--- config.mk ---
export PLATFORM = sky130hd
export DESIGN_NAME = seq_mul
export DESIGN_NICKNAME = d
export VERILOG_FILES = /design/src/rtl/seq_mul_pkg.sv /design/src/rtl/seq_mul_pp.sv /design/src/rtl/seq_mul.sv
export SDC_FILE = /design/constraint.sdc
export NUM_CORES = 1
export LEC_CHECK = 0
export ABC_AREA = 1
export CORE_MARGIN = 2
export CORE_UTILIZATION = 65
export CTS_CLUSTER_DIAMETER = 60
export CTS_CLUSTER_SIZE = 10
export DETAILED_ROUTE_END_ITERATION = 7
export DONT_BUFFER_PORTS = 1
export HOLD_SLACK_MARGIN = 0.1
export PLACE_DENSITY = 0.81
export SLEW_MARGIN = 20
export SYNTH_ARGS = -nofsm -noshare
export SYNTH_HDL_FRONTEND = slang
export SYNTH_SLANG_ARGS = --single-unit
--- constraint.sdc ---
create_clock -name clk -period 2.3 [get_ports clk]
set_input_delay 0.46 -clock clk [delete_from_list [all_inputs] [get_ports clk]]
set_output_delay 0.46 -clock clk [all_outputs]
set_load 0.03 [all_outputs]
--- src/rtl/seq_mul_pkg.sv ---
// Shared definitions for the iterative shift-add multiplier: FSM state
// encoding, iteration-counter sizing and the parameter legality check.

`ifndef SEQ_MUL_PKG_SV
`define SEQ_MUL_PKG_SV

// Elaboration-time guard on the multiplier geometry; expands inside a module body.
`define SEQ_MUL_CHECK_PARAMS(W, B) \
    if ((W) < 4 || (W) > 64 || (B) < 1 || ((W) % (B)) != 0) begin : g_param_check \
        $error("seq_mul: WIDTH must be 4..64 and divisible by BITS_PER_CYCLE"); \
    end

package seq_mul_pkg;

    typedef enum logic [1:0] {
        ST_IDLE = 2'd0,
        ST_CALC = 2'd1,
        ST_FIX  = 2'd2,
        ST_DONE = 2'd3
    } state_t;

    // Width of a counter that runs 0..n-1; never narrower than one bit.
    function automatic int cnt_width(input int n);
        return (n <= 1) ? 1 : $clog2(n);
    endfunction

endpackage

`endif

--- src/rtl/seq_mul_pp.sv ---
// Partial-product step: adds mcand * mplier_slice to the upper accumulator
// half. The sum is one slice wider than the operands so it never overflows.

module seq_mul_pp
    import seq_mul_pkg::*;
#(
    parameter int WIDTH          = 16,
    parameter int BITS_PER_CYCLE = 1
) (
    input  logic [WIDTH-1:0]                acc_hi,
    input  logic [WIDTH-1:0]                mcand,
    input  logic [BITS_PER_CYCLE-1:0]       mplier_slice,
    output logic [WIDTH+BITS_PER_CYCLE-1:0] sum
);

    localparam int SW = WIDTH + BITS_PER_CYCLE;

    // Shift-and-add over the retired multiplier bits of this iteration.
    always_comb begin
        sum = SW'(acc_hi);
        for (int i = 0; i < BITS_PER_CYCLE; i++) begin
            if (mplier_slice[i]) begin
                sum = sum + (SW'(mcand) << i);
            end
        end
    end

endmodule

--- src/rtl/seq_mul.sv ---
// Iterative shift-add multiplier with valid/ready handshakes. Operands are
// reduced to magnitudes on entry and the sign is restored in a single FIX
// cycle, so signed and unsigned transactions share one datapath.

module seq_mul
    import seq_mul_pkg::*;
#(
    parameter int WIDTH          = 16,
    parameter int BITS_PER_CYCLE = 1
) (
    input  logic                 clk,
    input  logic                 rst_n,
    input  logic                 in_valid,
    output logic                 in_ready,
    input  logic                 in_signed,
    input  logic [WIDTH-1:0]     a,
    input  logic [WIDTH-1:0]     b,
    output logic                 out_valid,
    input  logic                 out_ready,
    output logic [2*WIDTH-1:0]   product,
    output logic                 busy
);

    `SEQ_MUL_CHECK_PARAMS(WIDTH, BITS_PER_CYCLE)

    localparam int N     = WIDTH / BITS_PER_CYCLE;
    localparam int CNT_W = cnt_width(N);
    localparam int PW    = 2 * WIDTH;

    state_t                           state_q, state_d;
    logic [CNT_W-1:0]                 cnt_q, cnt_d;
    logic [WIDTH-1:0]                 a_mag_q, a_mag_d;
    logic [WIDTH-1:0]                 b_mag_q, b_mag_d;
    logic [PW-1:0]                    acc_q, acc_d;
    logic [PW-1:0]                    product_q, product_d;
    logic                             neg_q, neg_d;
    logic [WIDTH+BITS_PER_CYCLE-1:0]  pp_sum;
    logic [PW-1:0]                    acc_shift;

    seq_mul_pp #(
        .WIDTH          (WIDTH),
        .BITS_PER_CYCLE (BITS_PER_CYCLE)
    ) u_pp (
        .acc_hi       (acc_q[PW-1:WIDTH]),
        .mcand        (a_mag_q),
        .mplier_slice (b_mag_q[BITS_PER_CYCLE-1:0]),
        .sum          (pp_sum)
    );

    // New sum enters at the top while the accumulator slides right by one slice.
    if (BITS_PER_CYCLE == WIDTH) begin : g_shift_full
        assign acc_shift = pp_sum;
    end else begin : g_shift_part
        assign acc_shift = {pp_sum, acc_q[WIDTH-1:BITS_PER_CYCLE]};
    end

    // Next-state and datapath update; every state holds registers by default.
    always_comb begin
        state_d   = state_q;
        cnt_d     = cnt_q;
        a_mag_d   = a_mag_q;
        b_mag_d   = b_mag_q;
        acc_d     = acc_q;
        product_d = product_q;
        neg_d     = neg_q;
        case (state_q)
            ST_IDLE: begin
                if (in_valid) begin
                    a_mag_d = (in_signed && a[WIDTH-1]) ? -a : a;
                    b_mag_d = (in_signed && b[WIDTH-1]) ? -b : b;
                    neg_d   = in_signed & (a[WIDTH-1] ^ b[WIDTH-1]);
                    acc_d   = '0;
                    cnt_d   = '0;
                    state_d = ST_CALC;
                end
            end
            ST_CALC: begin
                acc_d   = acc_shift;
                b_mag_d = b_mag_q >> BITS_PER_CYCLE;
                if (cnt_q == CNT_W'(N - 1)) begin
                    cnt_d   = '0;
                    state_d = ST_FIX;
                end else begin
                    cnt_d = cnt_q + CNT_W'(1);
                end
            end
            ST_FIX: begin
                product_d = neg_q ? -acc_q : acc_q;
                state_d   = ST_DONE;
            end
            ST_DONE: begin
                if (out_ready) begin
                    state_d = ST_IDLE;
                end
            end
            default: state_d = ST_IDLE;
        endcase
    end

    // State and datapath registers; reset abandons any transaction in flight.
    always_ff @(posedge clk or negedge rst_n) begin
        if (!rst_n) begin
            state_q   <= ST_IDLE;
            cnt_q     <= '0;
            a_mag_q   <= '0;
            b_mag_q   <= '0;
            acc_q     <= '0;
            product_q <= '0;
            neg_q     <= 1'b0;
        end else begin
            state_q   <= state_d;
            cnt_q     <= cnt_d;
            a_mag_q   <= a_mag_d;
            b_mag_q   <= b_mag_d;
            acc_q     <= acc_d;
            product_q <= product_d;
            neg_q     <= neg_d;
        end
    end

    assign in_ready  = (state_q == ST_IDLE);
    assign busy      = (state_q != ST_IDLE);
    assign out_valid = (state_q == ST_DONE);
    assign product   = product_q;

endmodule

# Word-level counts from Yosys, hierarchy flattened

Cells that the tools add are included.

Bits in registers: 103
Latch bits: 0
RAM bits: 0
ROM bits: 0
Input bits: 37
Logic and storage cells: 44
Memories: 0

Add/sub/neg operators: 5
Multiply operators: 0
Divide/modulo/power cells: 0
$lt $le $gt $ge: 0
Equal/unequal tests: 7
Shifts and indexed selects: 0
Mux-type cells: 15
Bitwise operators: 2
Reduce and logical (&&, ||, !) cells: 8

Operators with widths:

| operator                                              | number |
|---|---|
| 2-to-1 mux 32 bit                                     | 2 |
| one-hot mux 32 bit (2 select lines)                   | 1 |
| 2-to-1 mux 16 bit                                     | 3 |
| negation 16 bit                                       | 2 |
| negation 32 bit                                       | 1 |
| one-hot mux 16 bit (2 select lines)                   | 1 |
| adder 16 x 16 -> 17 bit                               | 1 |
| 2-to-1 mux 17 bit                                     | 1 |
| 2-to-1 mux 4 bit                                      | 2 |
| one-hot mux 2 bit (4 select lines)                    | 1 |
| one-hot mux 4 bit (2 select lines)                    | 1 |
| 2-to-1 mux 2 bit                                      | 3 |
| adder 4 x 1 -> 4 bit, second input constant           | 1 |
| equality test 2 bit, second input constant            | 2 |
| equality test 4 bit, second input constant            | 1 |
| inequality test 2 bit, second input constant          | 2 |
| AND reduction 2 bit                                   | 2 |
| nonzero test 2 bit                                    | 2 |
| AND reduction 3 bit                                   | 1 |
| equality test 2 x 1 -> 1 bit, second input constant   | 1 |
| logical AND 1 bit                                     | 2 |
| logical NOT 2 bit                                     | 1 |
| inequality test 2 x 1 -> 1 bit, second input constant | 1 |
| AND 1 bit                                             | 1 |
| XOR 1 bit                                             | 1 |

# Depth between registers and ports, before layout

Gate-level depths: netlist of run 1.

Depth after elaboration: 4
Gate-level depth with buffers: 14

# Cells and area by module

From an unflattened synthesis of run 1, not the netlist that was laid out.

Cell total of the unflattened synthesis: 1002
Area, all modules: 6959.2 um^2

By module, submodules not included:

| module     | instances | cells an instance | area each (um^2) | sequential area each (um^2) |
|---|---|---|---|---|
| seq_mul    | 1         | 775               | 5823.1           | 2577.5 |
| seq_mul_pp | 1         | 227               | 1136.1           | 0.0 |

# Worst setup path after synthesis of run 1

OpenSTA, ideal clock, no wires.

Path type: reg-to-reg
Start: register state_q[0]
End: register acc_q[29]
Arrival: 1.774 ns
Required time: 2.183 ns
Setup slack: 0.409 ns
Stages on the path, launching flop included: 11
Path buffers: 1
Path through: dfrtp_1 -> inv_1 -> ha_1 -> inv_2 -> nor2_2 -> nor2_4 -> inv_2 -> buf_4 -> a21oi_1 -> nand2_1 -> nand2_1

Word-level cells in the longest chain between the ends: 3
Elaborated cells between the ends (all ways): 6
Those cells by class: 2 x eq/ne; 1 x mux; 3 x reduce/logical

Ends and longest elaborated chain:

| element                                                                      | line           | text |
|---|---|---|
| from (decl)                                                                  | seq_mul.sv:30  | `state_t state_q, state_d;` |
| from (signal assigned)                                                       | seq_mul.sv:111 | `state_q <= state_d;` |
| logical NOT 2 bit *                                                          | --             |  |
| net in_ready                                                                 | seq_mul.sv:14  | `output logic in_ready,` |
| inequality test 2 bit (no line) / nonzero test 2 bit (equally long branches) | --             |  |
| AND reduction 2 bit (no line)                                                | --             |  |
| to (signal assigned)                                                         | seq_mul.sv:107 | `acc_q <= '0;` |
| to (signal assigned)                                                         | seq_mul.sv:115 | `acc_q <= acc_d;` |
| to (decl)                                                                    | seq_mul.sv:34  | `logic [PW-1:0] acc_q, acc_d;` |

Mark *: on every way through the listed nets, which the timed path passes. The rest lies on a longest branch.
A chain may end at the register's enable or synchronous reset.

# Final worst setup path of run 1

Start: register state_q[0]
End: register b_mag_q[7]

Word-level cells in the longest chain between the ends: 3
Elaborated cells between the ends (all ways): 6
Those cells by class: 2 x eq/ne; 1 x mux; 3 x reduce/logical

Ends and longest elaborated chain:

| element                                                                      | line           | text |
|---|---|---|
| equality test 2 x 1 -> 1 bit / logical NOT 2 bit (equally long branches)     | seq_mul.sv:66  | `case (state_q)` |
| nonzero test 2 bit (no line) / inequality test 2 bit (equally long branches) | --             |  |
| AND reduction 2 bit (no line)                                                | --             |  |
| to (signal assigned)                                                         | seq_mul.sv:114 | `b_mag_q <= b_mag_d;` |
| to (decl)                                                                    | seq_mul.sv:33  | `logic [WIDTH-1:0] b_mag_q, b_mag_d;` |

Parallel ways exist; a longest one is shown, timed or not.

==> results of run 1 <==
flip-flops by register name, summed over array words and instances (netlist names):
signal   cells
a_mag_q     16
acc_q       32
b_mag_q     16
cnt_q        4
neg_q        1
product     32
state_q      2
worst max-delay path: stages, from the launching register on:
cell     delay [ns]
dfrtp_1        0.39
inv_1          0.08
ha_1           0.29
o21ai_4        0.64
inv_4          0.28
a21oi_1        0.19
nand2_1        0.07
o21ai_0        0.11
layout make-up:
| cell class | instances | area, um2 |
|---|---|---|
| Multi-Input combinational cell | 722 | 3630 |
| Sequential cell | 103 | 2580 |
| Clock buffer | 9 | 124 |
| Clock inverter | 7 | 78.8 |
| Fill cell | 956 | 3110 |
| Tap cell | 136 | 170 |
| Inverter | 126 | 478 |
| Timing Repair Buffer | 13 | 110 |
per-stage QoR:
stage	utilization (%)	setup WS, ns	power [mW]	hold slack, ns	std cells
after floorplan	-	0.409	8.12	0.164	980
after detailed placement	67.8	0.180	9.41	0.168	1100
final	69.8	0.153	10.7	-0.231	1116
after global placement	67.8	0.272	9.29	0.168	1100
after global routing	69.8	0.0140	11.7	-0.257	1116
after CTS	69.8	0.167	10.6	-0.247	1116
cell usage in the layout (no fill, tap or decap), drive strengths merged:
| master | Yosys | layout |
|---|---|---|
| xor2 | 22 | 22 |
| and2 | 2 | 2 |
| buf | 16 | 13 |
| nand2 | 295 | 295 |
| nand3b | 4 | 4 |
| nor2 | 91 | 91 |
| o211ai | 9 | 9 |
| dfrtp | 103 | 103 |
| inv | 126 | 129 |
| o21ai | 74 | 74 |
| a21oi | 50 | 50 |
| o22ai | 20 | 20 |
| o31ai | 2 | 2 |
| nand3 | 94 | 94 |
| a31oi | 7 | 7 |
| nor3 | 10 | 10 |
| fa | 1 | 1 |
| a211oi | 1 | 1 |
| clkinvlp | 0 | 2 |
| bufinv | 0 | 1 |
| clkinv | 0 | 1 |
| nand4 | 10 | 10 |
| o21bai | 1 | 1 |
| or2 | 4 | 4 |
| clkbuf | 13 | 9 |
| xnor2 | 1 | 1 |
| ha | 24 | 24 |
layer usage:
layer	track usage, %	part of all wire, %
met3	5.33	4.6
met5	0	0
met1	38.2	47
met2	47.9	46
met4	8.72	2.0
power by group:
part	total, mW	internal (mW)	switching (mW)
clock	1.20	0.517	0.678
combinational	5.80	2.00	3.79
sequential	3.68	2.57	1.12
total	10.7	5.09	5.59
worst paths after layout:
check                                               to  slack [ns]
worst max-delay path            b_mag_q[7]$_DFFE_PN0P_        0.15
worst min-delay path            a_mag_q[3]$_DFFE_PN0P_       -0.23
worst max register to register  b_mag_q[7]$_DFFE_PN0P_        0.15
worst min register to register  b_mag_q[3]$_DFFE_PN0P_        0.49
max in group asynchronous         acc_q[6]$_DFFE_PN0P_        2.30
min in group clk                a_mag_q[7]$_DFFE_PN0P_        0.27
logic make-up after synthesis:
kind of cell    after synthesis  share of synthesized area, %
simple gates                510                          32.3
compound gates              164                          13.2
buf+inv                     155                          9.14
flops                       103                          37.7
fa+ha+maj                    25                          4.69
xor+xnor                     23                          2.95
Yosys cell counts (all sizes together):
library cell / instances
dfrtp: 103
nor3: 10
a21oi: 50
fa: 1
ha: 24
nor2: 91
or2: 4
nand4: 10
o22ai: 20
a211oi: 1
o21ai: 74
a31oi: 7
o31ai: 2
inv: 126
buf: 16
nand3: 94
o21bai: 1
xor2: 22
xnor2: 1
o211ai: 9
clkbuf: 13
and2: 2
nand2: 295
nand3b: 4
==> out/metrics.cfg, run 1 <==
[synthesis]
synth_top_area_share_pct = 37.7
yosys.cell_types.count = 41
synth_seq_area_share_pct = 37.7
yosysWarnings = 0
synth-seq-cells = 103
syn_area_um2 = 6830
synth_area_leader_cell = dfrtp_1
yosys-top-cells-area = dfrtp_1 (38%), nand2_1 (16%), nand3_1 (6.6%)
syn_inst = 980
avgSynthCellArea_um2 = 6.97
syn_nets = 1042

[timing]
fin_crit_sh_pct = 93.4
worst_pin_slew_ns = 0.747
period_needed_ns = 2.15
skew_ns = 0.0118
final-max-slew-violation-count = 0
relSlewSlack_pct = 50.0
holdWs_ns = -0.231
fmax_mhz = 466
rsz0062_at_grt = no
hold_viol_final = 103
fin_tns_setup_ns = 0
setup_viol = 0

[route]
drcViolationCount = 0
wl_mm = 15.4
drtAntennaViolNets = 0
drt_iter0_markers = 404
drt_pass1_iterations = 5
post_drt_via_cell_ratio = 5.49
wl_per_cell_um = 13.8
vias = 6130

[setup_path]
ff2ff_path_depth = 7
path_class = flip-flop to flip-flop
cp_max_fo = 28
startpoint_type = flip-flop
critPathLaunch = state_q[0]$_DFFE_PN0P_
end_kind = flip-flop
r2r_start = state_q[0]$_DFFE_PN0P_
crit_required_ns = 2.59
arrival_ns = 2.44

[placement]
place_congestion = 0.917
placed_area_um2 = 6970
dp_hpwl_mm = 11.5
io_buffers = 0

[run_status]
violations = negative hold slack
run_status = finished, violations left

[final_layout]
nets = 1037
drive_gt1_share_pct = 6.94
finalInstanceArea_um2 = 7170
antenna_cells = 0
area_growth_pct = 4.93

[global_route]
grt_pass1_vias = 5835
overflow = 0
grt_usage_pct = 28.7
grt_pass1_wl_mm = 26.3
grt_antenna_before_repair = 0
grt_max_degree = 104

[clock_network]
cts_setup_buffers = 0
cts.sinks = 103
cts_inserted_buffers = 9
post_cts_resized = 0
cts_max_path_buffers = 2
clk_pin_slew_ns = 0.11
clk_latency_ns = 0.38
h-tree-depth = 3
cts_tree = done
cts-root-buf = clkbuf_8

[die]
die_h_um = 107
io-pin-count = 72
die_x_um = 107
rows = 37
core_um2 = 10300
start_util_pct = 66.5
die-area_um2 = 11300

[power]
leakagePower_nw = 3.71
p_per_area_nw_per_um2 = 1490
ir_drop_uv = 695

[worst_hold_path]
min_path_type = primary input to asynchronous set/reset pin

[run]
cap_violations = 0

No activity file was read; power rests on OpenSTA's default activity.
==> run 2, diff against run 1 <==
- CORE_ASPECT_RATIO: not set -> 1.5
==> out/metrics.cfg, run 2 (synthesis results as in run 1) <==
[final_layout]
fin_util_pct = 71.5  ; was 69.8%
antenna_cells = 0  ; unchanged
mostFrequentLayoutCells = nand2_1 (289), inv_1 (113), dfrtp_1 (103)  ; unchanged
finalInstanceArea_um2 = 7290  ; was 7170 um2
nets = 1033  ; was 1037
drive_gt1_share_pct = 6.56  ; was 6.94%
layout.cells.most_common = nand2_1  ; unchanged
area_growth_pct = 6.67  ; was 4.93%

[global_route]
grt_usage_pct = 29.7  ; was 28.7%
overflow = 0  ; unchanged
grt_pass1_vias = 5836  ; was 5835
grt_max_degree = 104  ; unchanged
grt_pass1_wl_mm = 26.5  ; was 26.3 mm
grt_antenna_before_repair = 0  ; unchanged

[setup_path]
cp_num_buf_inv = 2  ; unchanged
slowest_stage = dfrtp_1  ; was o21ai_4
crit_required_ns = 2.54  ; was 2.59 ns
cp_common_cell = nand2_1
path_cells = ha_1, inv_1, fa_1, inv_1, nand3_1, nand2_1, nand2_1, nand2_1, nand2_1, nand3_1, nand3_1, nand2_1, nand2_1  ; was inv_1, ha_1, o21ai_4, inv_4, a21oi_1, nand2_1, o21ai_0
cp_max_fo = 5  ; was 28
startpoint_type = flip-flop  ; unchanged
path_class = flip-flop to flip-flop  ; unchanged
end_kind = flip-flop  ; unchanged
crit_family = simple AND/OR/NAND/NOR gates  ; was compound AO/OA/AOI/OAI gates
worst_path_largest_cell_delay_ns = 0.41  ; was 0.64 ns
arrival_ns = 2.22  ; was 2.44 ns

[clock_network]
cts.sinks = 103  ; unchanged
cts-root-buf = clkbuf_16  ; was clkbuf_8
clk_pin_slew_ns = 0.08  ; was 0.11 ns
cts_setup_buffers = 0  ; unchanged
h-tree-depth = 3  ; unchanged
post_cts_resized = 0  ; unchanged
clk_latency_ns = 0.35  ; was 0.38 ns
cts_inserted_buffers = 9  ; unchanged
cts_tree = done  ; unchanged
cts_max_path_buffers = 2  ; unchanged

[timing]
fin_crit_sh_pct = 86.1  ; was 93.4%
relSlewSlack_pct = 57.8  ; was 50.0%
worst_pin_slew_ns = 0.628  ; was 0.747 ns
hold_viol_final = 103  ; unchanged
skew_ns = 0.00811  ; was 0.0118 ns
fin_tns_setup_ns = 0  ; unchanged
final-max-slew-violation-count = 0  ; unchanged
period_needed_ns = 1.98  ; was 2.15 ns
fmax_mhz = 505  ; was 466 MHz
rsz0062_at_grt = no  ; unchanged
holdWs_ns = -0.211  ; was -0.231 ns
setup_viol = 0  ; unchanged

[placement]
place_congestion = 0.923  ; was 0.917
io_buffers = 0  ; unchanged
placed_area_um2 = 6960  ; was 6970 um2
dp_hpwl_mm = 12.1  ; was 11.5 mm

[die]
die-area_um2 = 11400  ; was 11300 um2
rows = 45  ; was 37
core_um2 = 10200  ; was 10300 um2
die_x_um = 87.7  ; was 107 um
die_h_um = 130  ; was 107 um
start_util_pct = 67.0  ; was 66.5%
io-pin-count = 72  ; unchanged

[power]
p_per_area_nw_per_um2 = 1540  ; was 1490 nW/um2
leakagePower_nw = 3.76  ; was 3.71 nW
ir_drop_uv = 624  ; was 695 uV

[route]
post_drt_via_cell_ratio = 5.65  ; was 5.49
drtAntennaViolNets = 0  ; unchanged
wl_per_cell_um = 14.5  ; was 13.8 um
vias = 6315  ; was 6130
wl_mm = 16.2  ; was 15.4 mm
drcViolationCount = 0  ; unchanged
drt_iter0_markers = 355  ; was 404
drt_pass1_iterations = 5  ; unchanged

[worst_hold_path]
min_path_type = primary input to asynchronous set/reset pin  ; unchanged

[run_status]
run_status = finished, violations left  ; unchanged
violations = negative hold slack  ; unchanged

[run]
cap_violations = 0  ; unchanged

-- run 2: cell count changes in the layout (fill, tap and decap cells not counted) --
cell / previous run / this run
clkinvlp_4: 2 / 1
inv_8: 1 / 2
bufinv_16: 1 / 2
clkinv_2: 1 / 0
clkbuf_8: 9 / 0
buf_12: 1 / 2
clkbuf_16: 0 / 9
buf_4: 12 / 7
-- run 2: final cells by class --
class | instances | area, um2
clock buffer | 9 | 225
clock inverter | 7 | 108
fill | 867 | 2900
inverter | 126 | 478
multi-input combinational | 722 | 3630
sequential | 103 | 2580
tap | 141 | 176
timing repair buffer | 9 | 92.6
-- run 2: through the flow --
step | power [mW] | setup WS [ns] | instances
after floorplan | 8.12 | 0.409 | 980
after global placement | 9.34 | 0.443 | 1101
after detailed placement | 9.46 | 0.381 | 1101
after CTS | 11.2 | 0.357 | 1117
after global routing | 12.2 | 0.160 | 1117
final | 11.2 | 0.321 | 1117
-- run 2: where the power goes --
| group | internal (mW) | total [mW] | switching [mW] |
|---|---|---|---|
| Sequential | 2.57 | 3.69 | 1.12 |
| Combinational | 1.99 | 5.83 | 3.84 |
| Clock | 0.978 | 1.72 | 0.740 |
| Total | 5.54 | 11.2 | 5.70 |
-- run 2: worst register-to-register path, delay by kind of cell (launching register included) --
family | cells | cell delay, ns
and+or+nand+nor | 9 | 0.76
adders and majority gates | 2 | 0.57
DFF | 1 | 0.41
buffers and inverters | 2 | 0.14
-- run 2: layer usage --
layer | GRT usage, % | up-vias | routed length, um
met3 | 3.38 | 45 | 719
met2 | 52.0 | 182 | 8320
met1 | 35.6 | 2926 | 6580
met4 | 14.3 | 0 | 570
met5 | 0 | - | 0
li1 | - | 3162 | -
-- run 2: path summary, 6_finish.rpt --
kind                                         start                      end  slack, ns  cells after the start
min reg2reg                a_mag_q[10]$_DFFE_PN0P_  a_mag_q[10]$_DFFE_PN0P_       0.49                      2
min in group clk                              a[6]   a_mag_q[6]$_DFFE_PN0P_       0.29                      2
max in group asynchronous                    rst_n  b_mag_q[13]$_DFFE_PN0P_       2.40                      0
max                          acc_q[16]$_DFFE_PN0P_    acc_q[29]$_DFFE_PN0P_       0.32                     13
min                                          rst_n  product[12]$_DFFE_PN0P_      -0.21                      0
max reg2reg                  acc_q[16]$_DFFE_PN0P_    acc_q[29]$_DFFE_PN0P_       0.32                     13
==> run 3, diff against run 2 <==
- CORE_ASPECT_RATIO: 1.5 -> 0.6
- CORE_UTILIZATION: 65 -> 64
- PLACE_DENSITY: 0.81 -> 0.8
==> out/metrics.cfg, run 3 (synthesis results as in run 1) <==
[route]
drt_iter0_markers = 529  ; was 355
drt_pass1_iterations = 5  ; unchanged
wl_per_cell_um = 15.4  ; was 14.5 um
drtAntennaViolNets = 0  ; unchanged
drcViolationCount = 0  ; unchanged
vias = 6459  ; was 6315
post_drt_via_cell_ratio = 5.78  ; was 5.65
wl_mm = 17.3  ; was 16.2 mm

[die]
die_h_um = 84.0  ; was 130 um
die_x_um = 137  ; was 87.7 um
core_um2 = 10500  ; was 10200 um2
rows = 29  ; was 45
start_util_pct = 65.2  ; was 67.0%
io-pin-count = 72  ; unchanged
die-area_um2 = 11500  ; was 11400 um2

[final_layout]
regArea_um2 = 2580  ; unchanged
layout.cells.most_common = nand2_1  ; unchanged
nets = 1035  ; was 1033
multi_input_area_um2 = 3630  ; unchanged
n_fill_cell = 894  ; was 867
antenna_cells = 0  ; unchanged
drive_gt1_share_pct = 6.75  ; was 6.56%
area_growth_pct = 6.32  ; was 6.67%
mostFrequentLayoutCells = nand2_1 (289), inv_1 (113), dfrtp_1 (103)  ; unchanged

[global_route]
grt_pass1_wl_mm = 28.7  ; was 26.5 mm
overflow = 0  ; unchanged
grt_antenna_before_repair = 0  ; unchanged
grt_max_degree = 104  ; unchanged
grt_usage_pct = 31.2  ; was 29.7%
grt_pass1_vias = 5832  ; was 5836

[timing]
holdWs_ns = -0.206  ; was -0.211 ns
fin_crit_sh_pct = 87.0  ; was 86.1%
rsz0062_at_grt = no  ; unchanged
fmax_mhz = 500  ; was 505 MHz
worst_pin_slew_ns = 0.758  ; was 0.628 ns
skew_ns = 0.00665  ; was 0.00811 ns
setup_viol = 0  ; unchanged
period_needed_ns = 2.00  ; was 1.98 ns
fin_tns_setup_ns = 0  ; unchanged
hold_viol_final = 103  ; unchanged
relSlewSlack_pct = 49.5  ; was 57.8%
final-max-slew-violation-count = 0  ; unchanged

[clock_network]
cts_setup_buffers = 0  ; unchanged
cts-root-buf = clkbuf_16  ; unchanged
cts_max_path_buffers = 2  ; unchanged
cts_inserted_buffers = 9  ; unchanged
cts.sinks = 103  ; unchanged
cts_tree = done  ; unchanged
post_cts_resized = 0  ; unchanged
clk_latency_ns = 0.35  ; about the same
clk_pin_slew_ns = 0.08  ; about the same
h-tree-depth = 3  ; unchanged

[setup_path]
path_class = flip-flop to flip-flop  ; unchanged
worst_path_largest_cell_delay_ns = 0.48  ; was 0.41 ns
path_cells = inv_1, fa_1, inv_1, nand3_1, nand2_1, nand3_1, nand3_1, nand2_1, nand3_1, nand2_1, o21ai_0  ; was ha_1, inv_1, fa_1, inv_1, nand3_1, nand2_1, nand2_1, nand2_1, nand2_1, nand3_1, nand3_1, nand2_1, nand2_1
slowest_stage = dfrtp_1  ; unchanged
cp_num_buf_inv = 2  ; unchanged
crit_family = simple AND/OR/NAND/NOR gates  ; unchanged
rrSetupSlack_ns = 0.30  ; was 0.32 ns
arrival_ns = 2.25  ; was 2.22 ns
crit_required_ns = 2.55  ; was 2.54 ns
startpoint_type = flip-flop  ; unchanged
cp_max_fo = 6  ; was 5
end_kind = flip-flop  ; unchanged
cp_common_cell = nand3_1  ; was nand2_1

[placement]
place_congestion = 0.951  ; was 0.923
io_buffers = 0  ; unchanged
dp_hpwl_mm = 12.7  ; was 12.1 mm

[power]
power.total_mw = 11.3  ; was 11.2 mW
leakagePower_nw = 3.76  ; about the same
p_per_area_nw_per_um2 = 1550  ; was 1540 nW/um2
ir_drop_uv = 1200  ; was 624 uV

[worst_hold_path]
min_path_type = primary input to asynchronous set/reset pin  ; unchanged

[run]
cap_violations = 0  ; unchanged

[run_status]
run_status = finished, violations left  ; unchanged
violations = negative hold slack  ; unchanged

## run 3: through the flow
step                      instances  setup slack, ns  utilization (%)  cell area, um2
after CTS                      1117            0.339             69.3            7260
after global routing           1117            0.148             69.3            7260
final                          1117            0.299             69.3            7260
after global placement         1101            0.421             66.3            6960
after floorplan                 980            0.409                -            6830
after detailed placement       1101            0.350             66.3            6960
## run 3: power breakdown
group | total [mW] | switching (mW) | internal [mW]
logic | 5.96 | 3.96 | 2.00
clock network | 1.61 | 0.740 | 0.870
registers | 3.70 | 1.13 | 2.57
total | 11.3 | 5.83 | 5.44
## run 3: worst paths after layout
check | startpoint | to | cells after the start
hold / removal | rst_n | product[4]$_DFFE_PN0P_ | 0
setup / recovery | acc_q[17]$_DFFE_PN0P_ | acc_q[27]$_DFFE_PN0P_ | 11
max in group asynchronous | rst_n | b_mag_q[7]$_DFFE_PN0P_ | 0
setup reg to reg | acc_q[17]$_DFFE_PN0P_ | acc_q[27]$_DFFE_PN0P_ | 11
min in group clk | in_signed | neg_q$_DFFE_PN0P_ | 2
hold reg to reg | b_mag_q[3]$_DFFE_PN0P_ | b_mag_q[3]$_DFFE_PN0P_ | 2
## run 3: worst reg2reg max path, stage by stage, from the launching register on
cell and delay [ns]:
dfrtp_1 0.48, inv_1 0.12, fa_1 0.42, inv_1 0.08, nand3_1 0.06, nand2_1 0.15, nand3_1 0.14, nand3_1 0.13
nand2_1 0.07, nand3_1 0.08, nand2_1 0.06, o21ai_0 0.11
## run 3: cell type report
type	instances	area share (%)
Multi-Input combinational cell	722	50.0
Sequential cell	103	35.5
Inverter	126	6.58
Clock buffer	9	3.10
Tap cell	139	2.39
Timing Repair Buffer	11	1.31
Clock inverter	7	1.15
## run 3: per-layer routing
metal,share of wire [%],routed length (um),GRT usage [%],vias up
li1,-,-,-,3168
met1,48,8330,49.9,2996
met2,41,6990,42.5,273
met3,10,1800,8.32,22
met4,0.79,137,4.69,0
met5,0,0,0,-
